`config.mk`:
```
export PLATFORM = sky130hd
export DESIGN_NAME = axi_burst_splitter_flat
export DESIGN_NICKNAME = d
export VERILOG_FILES = /design/src/rtl/axi_burst_splitter_if.sv /design/src/rtl/axi_burst_splitter.sv /design/src/flat_wrapper.sv
export SDC_FILE = /design/constraint.sdc
export NUM_CORES = 1
export LEC_CHECK = 0
export ABC_CLOCK_PERIOD_IN_PS = 4400
export CAP_MARGIN = 25
export CORE_MARGIN = 2
export CORE_UTILIZATION = 25
export CTS_BUF_LIST = sky130_fd_sc_hd__clkbuf_4
export DETAILED_ROUTE_END_ITERATION = 12
export MAX_ROUTING_LAYER = met4
export PLACE_DENSITY_LB_ADDON = 0.1
export SLEW_MARGIN = 20
export SYNTH_ARGS = -nofsm -noshare
export SYNTH_HDL_FRONTEND = slang
export SYNTH_SLANG_ARGS = --single-unit
```
`constraint.sdc`:
```
create_clock -name clk -period 4.4 [get_ports clk]
set_input_delay 1.1 -clock clk [delete_from_list [all_inputs] [get_ports clk]]
set_output_delay 1.1 -clock clk [all_outputs]
set_load 0.02 [all_outputs]
```
`src/rtl/axi_burst_splitter_if.sv`:
```
// axi_burst_splitter_if: request and burst-command signals of the burst splitter
interface axi_burst_splitter_if #(
    parameter int ADDR_W = 32,
    parameter int ID_W   = 4,
    parameter int CNT_W  = 12
);
    logic              req_valid;
    logic              req_ready;
    logic [ADDR_W-1:0] req_addr;
    logic [CNT_W-1:0]  req_beats;
    logic              req_write;
    logic [ID_W-1:0]   req_id;
    logic              cmd_valid;
    logic              cmd_ready;
    logic              cmd_write;
    logic [ADDR_W-1:0] cmd_addr;
    logic [3:0]        cmd_len;
    logic [2:0]        cmd_size;
    logic [1:0]        cmd_burst;
    logic [ID_W-1:0]   cmd_id;
    logic              cmd_last;
    logic              busy;
    logic              err;

    modport slave (
        input  req_valid, req_addr, req_beats, req_write, req_id, cmd_ready,
        output req_ready, cmd_valid, cmd_write, cmd_addr, cmd_len, cmd_size,
               cmd_burst, cmd_id, cmd_last, busy, err
    );

    modport master (
        output req_valid, req_addr, req_beats, req_write, req_id, cmd_ready,
        input  req_ready, cmd_valid, cmd_write, cmd_addr, cmd_len, cmd_size,
               cmd_burst, cmd_id, cmd_last, busy, err
    );
endinterface

```
`src/rtl/axi_burst_splitter.sv`:
```
// axi_burst_splitter: splits a linear word transfer into AXI3 INCR bursts (<=16 beats, no 4 KB crossing); BURST_ERR_CHECK_EN rejects zero-length or misaligned requests
module axi_burst_splitter #(
    parameter int ADDR_W = 32,
    parameter int ID_W   = 4,
    parameter int CNT_W  = 12
) (
    input logic                clk,
    input logic                reset,
    axi_burst_splitter_if.slave bus
);
    typedef enum logic {IDLE, ISSUE} state_t;

    state_t            r_state, w_next;
    logic [ADDR_W-1:0] r_addr, w_src_addr;
    logic [CNT_W:0]    r_rem, w_src_rem;
    logic [3:0]        r_len;
    logic              r_last, r_write, r_err;
    logic [ID_W-1:0]   r_id;
    logic [12:0]       w_page;
    logic [4:0]        w_cap, w_n, w_new_n;
    logic              w_req_hs, w_bad, w_load, w_adv;

`ifdef BURST_ERR_CHECK_EN
    assign w_bad = bus.req_beats == '0 || bus.req_addr[1:0] != 2'b00;
`else
    assign w_bad = 1'b0;
`endif

    // next state plus the burst that would be loaded: from the request in IDLE, from the advanced pointer in ISSUE
    always_comb begin
        w_req_hs   = bus.req_valid && bus.req_ready;
        w_load     = w_req_hs && !w_bad;
        w_adv      = r_state == ISSUE && bus.cmd_ready && !r_last;
        w_next     = r_state == IDLE ? (w_load ? ISSUE : IDLE) : (bus.cmd_ready && r_last ? IDLE : ISSUE);
        w_n        = {1'b0, r_len} + 5'd1;
        w_src_addr = r_state == IDLE ? bus.req_addr & ~ADDR_W'(3) : r_addr + ADDR_W'({w_n, 2'b00});
        w_src_rem  = r_state == IDLE ? (bus.req_beats == '0 ? (CNT_W+1)'(1) << CNT_W : {1'b0, bus.req_beats})
                                     : r_rem - (CNT_W+1)'(w_n);
        w_page     = (13'd4096 - {1'b0, w_src_addr[11:0]}) >> 2;
        w_cap      = w_page < 13'd16 ? w_page[4:0] : 5'd16;
        w_new_n    = w_src_rem < (CNT_W+1)'(w_cap) ? w_src_rem[4:0] : w_cap;
    end

    // state register
    always_ff @(posedge clk or posedge reset) begin
        if (reset) r_state <= IDLE;
        else       r_state <= w_next;
    end

    // registered command fields, only updated on a new request or an accepted non-final burst
    always_ff @(posedge clk or posedge reset) begin
        if (reset) begin
            r_addr  <= '0;
            r_rem   <= '0;
            r_len   <= '0;
            r_last  <= 1'b0;
            r_write <= 1'b0;
            r_id    <= '0;
            r_err   <= 1'b0;
        end else begin
            r_err <= w_req_hs && w_bad;
            if (w_load || w_adv) begin
                r_addr <= w_src_addr;
                r_rem  <= w_src_rem;
                r_len  <= 4'(w_new_n - 5'd1);
                r_last <= (CNT_W+1)'(w_new_n) == w_src_rem;
            end
            if (w_load) begin
                r_id    <= bus.req_id;
                r_write <= bus.req_write;
            end
        end
    end

    assign bus.req_ready = !reset && r_state == IDLE;
    assign bus.cmd_valid = r_state == ISSUE;
    assign bus.busy      = r_state == ISSUE;
    assign bus.cmd_addr  = r_addr;
    assign bus.cmd_len   = r_len;
    assign bus.cmd_last  = r_last;
    assign bus.cmd_id    = r_id;
    assign bus.cmd_write = r_write;
    assign bus.cmd_size  = 3'b010;
    assign bus.cmd_burst = 2'b01;
    assign bus.err       = r_err;
endmodule

```
`src/flat_wrapper.sv`:
```
// flat-port wrapper written by rule: the top's interface ports become plain ports
module axi_burst_splitter_flat 
#(
    parameter int ADDR_W = 32,
    parameter int ID_W   = 4,
    parameter int CNT_W  = 12
)
  (clk, reset, bus_req_valid, bus_req_addr, bus_req_beats, bus_req_write, bus_req_id, bus_cmd_ready, bus_req_ready, bus_cmd_valid, bus_cmd_write, bus_cmd_addr, bus_cmd_len, bus_cmd_size, bus_cmd_burst, bus_cmd_id, bus_cmd_last, bus_busy, bus_err);
  axi_burst_splitter_if #(.ADDR_W(ADDR_W), .ID_W(ID_W), .CNT_W(CNT_W)) bus_i ();
  input logic clk;
  input logic reset;
  input wire logic [$bits(bus_i.req_valid)-1:0] bus_req_valid;
  input wire logic [$bits(bus_i.req_addr)-1:0] bus_req_addr;
  input wire logic [$bits(bus_i.req_beats)-1:0] bus_req_beats;
  input wire logic [$bits(bus_i.req_write)-1:0] bus_req_write;
  input wire logic [$bits(bus_i.req_id)-1:0] bus_req_id;
  input wire logic [$bits(bus_i.cmd_ready)-1:0] bus_cmd_ready;
  output wire logic [$bits(bus_i.req_ready)-1:0] bus_req_ready;
  output wire logic [$bits(bus_i.cmd_valid)-1:0] bus_cmd_valid;
  output wire logic [$bits(bus_i.cmd_write)-1:0] bus_cmd_write;
  output wire logic [$bits(bus_i.cmd_addr)-1:0] bus_cmd_addr;
  output wire logic [$bits(bus_i.cmd_len)-1:0] bus_cmd_len;
  output wire logic [$bits(bus_i.cmd_size)-1:0] bus_cmd_size;
  output wire logic [$bits(bus_i.cmd_burst)-1:0] bus_cmd_burst;
  output wire logic [$bits(bus_i.cmd_id)-1:0] bus_cmd_id;
  output wire logic [$bits(bus_i.cmd_last)-1:0] bus_cmd_last;
  output wire logic [$bits(bus_i.busy)-1:0] bus_busy;
  output wire logic [$bits(bus_i.err)-1:0] bus_err;
  assign bus_i.req_valid = bus_req_valid;
  assign bus_i.req_addr = bus_req_addr;
  assign bus_i.req_beats = bus_req_beats;
  assign bus_i.req_write = bus_req_write;
  assign bus_i.req_id = bus_req_id;
  assign bus_i.cmd_ready = bus_cmd_ready;
  assign bus_req_ready = bus_i.req_ready;
  assign bus_cmd_valid = bus_i.cmd_valid;
  assign bus_cmd_write = bus_i.cmd_write;
  assign bus_cmd_addr = bus_i.cmd_addr;
  assign bus_cmd_len = bus_i.cmd_len;
  assign bus_cmd_size = bus_i.cmd_size;
  assign bus_cmd_burst = bus_i.cmd_burst;
  assign bus_cmd_id = bus_i.cmd_id;
  assign bus_cmd_last = bus_i.cmd_last;
  assign bus_busy = bus_i.busy;
  assign bus_err = bus_i.err;
  axi_burst_splitter #(.ADDR_W(ADDR_W), .ID_W(ID_W), .CNT_W(CNT_W)) u_core (.clk(clk), .reset(reset), .bus(bus_i));
endmodule
```
Yosys cells after proc, flatten, opt, wreduce, memory -nomap -nowiden --
Cells that the tools add are included. W data, S select, Z words.
Operators by class: add/sub/neg operators 5, bitwise gates (word level) 1, eq/ne operators 1, mux-type cells 8, $lt $le $gt $ge 2, reduce and logical (&&, ||, !) cells 9
Operator list (number):
- $add A32 B7 Y32 | 1
- $mux W32 | 1
- $mux W13 | 2
- $eq A5 B13 Y1 | 1
- $lt A13 B5 Y1 | 1
- $sub A13 B12 Y13 const A | 1
- $sub A13 B5 Y13 | 1
- $logic_not A12 Y1 | 1
- $lt A11 B5 Y1 const B | 1
- $mux W5 | 2
- $add A4 B1 Y5 const B | 1
- $logic_and A1 B1 Y1 | 5
- $sub A4 B1 Y4 const B | 1
- $mux W1 | 3
- $logic_not A1 Y1 | 2
- $logic_or A1 B1 Y1 | 1
- $not A1 Y1 | 1
Word-level totals: bits of input ports 53, register bits after elaboration 56, output and inout port bits 51

Longest topological paths before layout --
depth after elaboration 9, mapped depth 24, mapped depth without buffers 24

Worst setup path after synthesis --
OpenSTA, ideal clock, no wires.
kind reg-to-reg, start point register u_core.r_len[0], in the netlist u_core.bus.cmd_len[0], end point register u_core.r_len[3], in the netlist u_core.bus.cmd_len[3], arrival time 4.491 ns, cell stages (with the launch flop) 21, required time 4.318 ns, library setup time 0.082 ns, slack -0.173 ns, clock period less this slack 4.573 ns, buffers on the path 0, cells stage by stage dfrtp_1 > ha_1 > xor2_1 > ha_1 > or2_2 > o21a_1 > o41ai_1 > nand3_1 > a31oi_1 > nand3_1 > clkinv_1 > nand2_1 > ha_1 > a21oi_1 > o21ai_0 > a211oi_1 > a2bb2o_4 > nand2_2 > or3_1 > a311o_1 > a31oi_1
Between the ends: word-level cells in the longest chain between the ends 9
Ends and longest elaborated chain:
- from (decl) | RTL line axi_burst_splitter.sv:16 | logic [3:0] r_len;
- from (signal assigned) | RTL line axi_burst_splitter.sv:65 | r_len <= 4'(w_new_n - 5'd1);
- $add A4 B1 Y5 * | RTL line axi_burst_splitter.sv:35 | w_n = {1'b0, r_len} + 5'd1;
- $add A32 B7 Y32 | RTL line axi_burst_splitter.sv:36 | w_src_addr = r_state == IDLE ? bus.req_addr & ~ADDR_W'(3) : r_addr + ADDR_W'({w_n, 2'b00});
- $mux W32 | RTL line axi_burst_splitter.sv:36
- $sub A13 B12 Y13 | RTL line axi_burst_splitter.sv:39 | w_page = (13'd4096 - {1'b0, w_src_addr[11:0]}) >> 2;
- $lt A11 B5 Y1 | RTL line axi_burst_splitter.sv:40 | w_cap = w_page < 13'd16 ? w_page[4:0] : 5'd16;
- $mux W5 | RTL line axi_burst_splitter.sv:40
- $lt A13 B5 Y1 | RTL line axi_burst_splitter.sv:41 | w_new_n = w_src_rem < (CNT_W+1)'(w_cap) ? w_src_rem[4:0] : w_cap;
- $mux W5 * | RTL line axi_burst_splitter.sv:41
- $sub A4 B1 Y4 * | RTL line axi_burst_splitter.sv:65
Every way passes the cells marked *; elsewhere a longest branch is shown, timed or not. A chain may end at the register's enable or synchronous reset.

Worst setup path in the final report --
Ends and elaborated chain as after synthesis.

==> results.cfg <==
[clocking]
cts_max_path_buffers = 2
ctsHoldBuffers = 0
clkTransAtPathRegs_ps = 160
numCtsBuffers = 5
insertion_delay_ps = 450
htree_num_levels = 2
tritoncts = done
clock_sinks = 56
root_buffer = clkbuf_4

[yosys]
synthArstFlopShare_pct = 100
ys_seq_elements = 56
yosysTopAreaCell = dfrtp_1
syn_inst = 528
netlist_area_sq_um = 4180
yosysTopAreaCellShare_pct = 33.6
seq_area_frac_synth_pct = 33.6
yosysWarnings = 0
avgSynthCellArea_sq_um = 7.91
synth_cell_types = 61
synth-main-ff-cell = dfrtp_1
synth_edf_count = 0
yosys-top-cells-area = dfrtp_1 (34%), a21oi_1 (7.5%), nand2_1 (5.3%)

[setup_path]
timing.rr.end = u_core.bus.cmd_len[3]
cpMostUsedCell = ha_4
path_delay_family = compound AO/OA/AOI/OAI gates
rrSetupSlack_ps = 110
cp-start-kind = register
cp_slowest_cell = dfrtp_2
path_class = register to register
reg2reg_from = u_core.bus.cmd_len[0]
arrival_ps = 4640
cp_slowest_stage_delay_ps = 480
cp_max_fo = 6
worst-path-buf-inv = 1
required_ps = 4750
r2r_cells = 20
path_cells = ha_4, xor2_4, ha_4, or2_4, o21a_4, o41ai_2, nand3_1, a31oi_4, nand3_2, clkinv_4, nand2_4, ha_4, a21oi_4, o21ai_2, a211oi_2, a2bb2o_4, nand2_4, or3_4, a311o_1, a31oi_1
end_kind = register

[cells_and_area]
final_cell_mix = clkdlybuf4s50_1 (95), buf_4 (67), a21oi_1 (61)
drive_above_1_share_pct = 21.0
antennaDiodeCount = 0
area_growth_pct = 47.2
regArea_sq_um = 1410
final_common_cell = clkdlybuf4s50_1
n_fill_cell = 1704
nets = 741
multi_input_area_sq_um = 2840

[sta]
skew_ps = 41.0
max_slew.worst_pin.slew_ps = 519
hold_viol = 0
final-setup-viol-count = 0
tns_ps = 0
period_needed_ps = 4290
fin_crit_sh_pct = 97.5
slew_headroom_pct = 65.1
fmax_ghz = 0.233
drv_slew = 0
rsz0062_at_grt = yes

[detailed_routing]
avgViaCountPerCell = 4.99
wirelength_mm = 14.4
first_pass_iters = 5
wl_per_cell_um = 16.1
vias = 4445
ant_nets = 0
drc = 0
drt-initial-drc-count = 228

[floorplan]
core_area_sq_um = 16500
core.rowCount = 47
die_area_sq_um = 17800
start_util_pct = 25.4
num_io_pins = 104
die-height_um = 133
die_x_um = 133

[global_routing]
antenna_found_initial = 0
grt_use_total_pct = 16.8
grt_max_degree = 52
grt_overflow_total = 0
grt_pass1_wl_mm = 23.3
grt_pass1_vias = 4484

[place]
io_buffers = 95
place.gp.congestion = 0.849
dp_hpwl_mm = 10.7

[job]
drv_cap = 0

[hold_path]
hp-start = u_core.r_rem[0]
hold_end = u_core.r_rem[0]
hold_class = register to register
min_path_cells = 2

[run_status]
outcome = complete, no violations
[layout make-up]
class / count / area share [%]
multi-input combinational: 421 / 46.3
timing repair buffer: 163 / 23.8
sequential: 56 / 22.9
tap: 220 / 4.48
inverter: 23 / 1.49
clock buffer: 5 / 0.611
clock inverter: 3 / 0.468
[registers in the layout, summed over array words and instances (netlist names)]
name                  flops
u_core.bus.cmd_addr      32
u_core.bus.busy           1
u_core.bus.cmd_len        4
u_core.r_rem             13
u_core.bus.cmd_write      1
u_core.bus.cmd_id         4
u_core.bus.cmd_last       1
[worst max path at each step]
| stage | from | end | slack, ps | cells past startpoint |
|---|---|---|---|---|
| 2_1_floorplan | u_core.bus.cmd_len[0] | u_core.bus.cmd_len[3] | 10 | 20 |
| 3_3_place_gp | bus_req_addr[2] | u_core.bus.cmd_len[3] | -290 | 16 |
| 3_5_place_dp | bus_req_addr[2] | u_core.bus.cmd_len[3] | -260 | 16 |
| 4_1_cts | u_core.bus.cmd_len[0] | u_core.bus.cmd_len[3] | 30 | 20 |
| 5_1_grt | u_core.bus.cmd_len[0] | u_core.bus.cmd_len[3] | -70 | 21 |
| 6_report | u_core.bus.cmd_len[0] | u_core.bus.cmd_len[3] | 110 | 20 |
[Yosys cell counts, types with 6 or more instances]
master / instances
o21ai_0: 33
nor2b_1: 7
nor4_1: 6
nand3_1: 23
nor2_1: 46
a21oi_1: 63
nand2_1: 59
inv_1: 22
or3_1: 8
clkbuf_1: 19
nand4_1: 9
buf_4: 7
and2_1: 8
xnor2_1: 9
a31oi_1: 10
mux2i_1: 8
dfrtp_1: 56
o21a_1: 6
nor3_1: 7
ha_1: 16
and3_1: 11
mux2_2: 7
o22ai_1: 18
[worst reg2reg max path: cells and delay by family (launching register included)]
family	cells	cell delay [ps]
xor+xnor	1	160
compound gates	9	1860
fa+ha+maj	3	610
simple gates	6	990
flops	1	480
buf+inv	1	130
[through the flow]
stage / cells / hold slack (ps) / worst slack [ps] / util, % / instance area, sq um
3_5_place_dp: 874 / 475 / -255 / 35.0 / 5770
5_1_grt: 891 / 542 / -73.6 / 37.3 / 6150
6_report: 891 / 503 / 112 / 37.3 / 6150
2_1_floorplan: 532 / 450 / 11.0 / - / 4240
4_1_cts: 887 / 513 / 25.5 / 36.2 / 5960
3_3_place_gp: 874 / 461 / -287 / 35.0 / 5770
[repair_timing]
| action | 4_1_cts | 5_1_grt |
|---|---|---|
| setup buffers | 5 | 4 |
| pin swaps | 11 | 27 |
| endpoints found under the setup margin | 4 | 4 |
| resized for setup | 16 | 29 |
[cells by family after synthesis]
| group | share of synthesized area, % |
|---|---|
| buf+inv | 5.60 |
| compound gates | 24.7 |
| fa+ha+maj | 5.75 |
| xor+xnor | 2.73 |
| mux | 3.80 |
| other cells | 0.180 |
| flops | 33.6 |
| simple gates | 23.7 |
[metal layers]
layer	routed length, um	vias up	global-route usage, %
met5	0	-	-
met4	327	0	4.20
met3	819	24	3.61
met2	6630	134	26.9
met1	6610	2095	21.7
li1	-	2192	-
Power is left out: the tool's default activity adds up to more than one toggle a clock period on the data nets, which glitch-free logic cannot reach.
==> patch (same flow settings) <==
`ID_W` is set to 4 in 3 places; all go to 3.
--- a/src/rtl/axi_burst_splitter_if.sv
+++ b/src/rtl/axi_burst_splitter_if.sv
@@ -1,7 +1,7 @@
 // axi_burst_splitter_if: request and burst-command signals of the burst splitter
 interface axi_burst_splitter_if #(
     parameter int ADDR_W = 32,
-    parameter int ID_W   = 4,
+    parameter int ID_W   = 3,
     parameter int CNT_W  = 12
 );
     logic              req_valid;
--- a/src/rtl/axi_burst_splitter.sv
+++ b/src/rtl/axi_burst_splitter.sv
@@ -1,7 +1,7 @@
 // axi_burst_splitter: splits a linear word transfer into AXI3 INCR bursts (<=16 beats, no 4 KB crossing); BURST_ERR_CHECK_EN rejects zero-length or misaligned requests
 module axi_burst_splitter #(
     parameter int ADDR_W = 32,
-    parameter int ID_W   = 4,
+    parameter int ID_W   = 3,
     parameter int CNT_W  = 12
 ) (
     input logic                clk,
--- a/src/flat_wrapper.sv
+++ b/src/flat_wrapper.sv
@@ -2,7 +2,7 @@
 module axi_burst_splitter_flat 
 #(
     parameter int ADDR_W = 32,
-    parameter int ID_W   = 4,
+    parameter int ID_W   = 3,
     parameter int CNT_W  = 12
 )
   (clk, reset, bus_req_valid, bus_req_addr, bus_req_beats, bus_req_write, bus_req_id, bus_cmd_ready, bus_req_ready, bus_cmd_valid, bus_cmd_write, bus_cmd_addr, bus_cmd_len, bus_cmd_size, bus_cmd_burst, bus_cmd_id, bus_cmd_last, bus_busy, bus_err);
Interface: changed (resized bus_cmd_id and bus_req_id); port bits go from 104 to 102. No check against the original RTL was run, so the function may have changed too.
==> patch against the unedited design <==
The flow now finishes with violations (negative setup slack). Critical endpoint is now u_core.bus.cmd_len[2]$_DFFE_PP0P_. Final area decreased by 1.2%. Sequential share of layout area shrank 0.097 points. Setup slack worse by 0.32 ns. Routed wire length decreased by 0.23%. Area after synthesis increased by 1.1%. Sequential cell count is 1 lower.
==> patch: results (changes against the unedited design) <==
Run status
Outcome: complete, but fails checks (was complete, no violations). The final reports fail on negative setup slack.

Yosys
The number of storage elements in the synthesis netlist is 55 (was 56). Leading post-synthesis cells by instance count: nand2_1, dfrtp_1, a21oi_1 (was a21oi_1, nand2_1, dfrtp_1). Area contributors post-synth: dfrtp_1, a21oi_1, nand2_1, ha_1, nor2_1 (unchanged).

Global route
The global-route wire length before repair is 23,400 um (was 23,350 um).

Placed design
The placed wire-length estimate is 10,270 um (was 10,690 um). The global placement routability congestion came to 0.8519 (was 0.8492). The placed cell count is 871 (was 874).

The setup slack at placement is -0.4823 ns (was -0.2552 ns). The instance area after placement was 5807 sq um (was 5768 sq um). The port buffer count is 93 (was 95).

Detailed routing
The average vias per placed instance is 4.972 (was 4.989). The first-pass iteration count of the detailed router is 4 (was 5). The routed length on met3 is 589 um (was 819 um).

The wire length per cell after detailed routing is 16.27 um (was 16.14 um). The number of DRC violations after detailed-routing iteration 0 came to 182 (was 228). The met2 wire length came to 6645 um (was 6627 um). The detailed-routing wirelength on met1 is 6887 um (was 6605 um).

Clock network
The insertion delay of the later-clocked pin in the worst-skew pair is 0.43 ns (was 0.45 ns).

STA
The final setup skew is 0.007975 ns (was 0.04101 ns). The number of setup violations in the final report is 2 (was 0). The post-layout worst setup margin is -0.2105 ns (was 0.1115 ns).

Worst setup path
The maximum fanout along the worst path was 4 (was 6). The data arrival time of the worst path is 4.95 ns (was 4.64 ns).
==> patch: cell count changes after synthesis, sizes merged, moves of 4 or more <==
cell and delta:
nor2 +4, nor4 +4, mux2i -5, or3 -5
a21oi -10
==> patch: cell type report <==
class	count	area (sq um)
multi-input cells	417	2783
repair buffers	160	1446
flip-flops and latches	55	1384
fillers	1705	10450
clock buffers	6	45.04
inverters	22	82.58
well taps	220	275.3
clock inverters	2	60.06
==> patch: path summary, 6_finish.rpt <==
check	startpoint	to	slack, ns	cells past startpoint
min in group asynchronous	reset	u_core.bus.cmd_addr[26]$_DFFE_PP0P_	1.17	2
max in group asynchronous	reset	u_core.bus.cmd_addr[16]$_DFFE_PP0P_	2.56	3
hold reg to reg	u_core.r_rem[0]$_DFFE_PP0P_	u_core.r_rem[0]$_DFFE_PP0P_	0.52	2
hold / removal	u_core.r_rem[0]$_DFFE_PP0P_	u_core.r_rem[0]$_DFFE_PP0P_	0.52	2
setup / recovery	u_core.bus.cmd_len[0]$_DFFE_PP0P_	u_core.bus.cmd_len[2]$_DFFE_PP0P_	-0.21	21
setup reg to reg	u_core.bus.cmd_len[0]$_DFFE_PP0P_	u_core.bus.cmd_len[2]$_DFFE_PP0P_	-0.21	21
==> patch: what timing repair did <==
action,4_1_cts,5_1_grt
setup buffers,4,1
gates cloned,0,0
pin swaps,12,4
endpoints found under the setup margin,2,3
resized for setup,18,8
==> patch: cells by family after synthesis <==
logic type | Yosys count | synth area share [%]
buffers and inverters | 56 | 6.817
xor gates and xnor gates | 12 | 2.490
other | 2 | 0.1779
muxes | 8 | 2.045
DFF | 55 | 32.60
adders and majority gates | 18 | 5.691
and+or+nand+nor | 211 | 25.85
AOI/OAI and AO/OA | 162 | 24.33
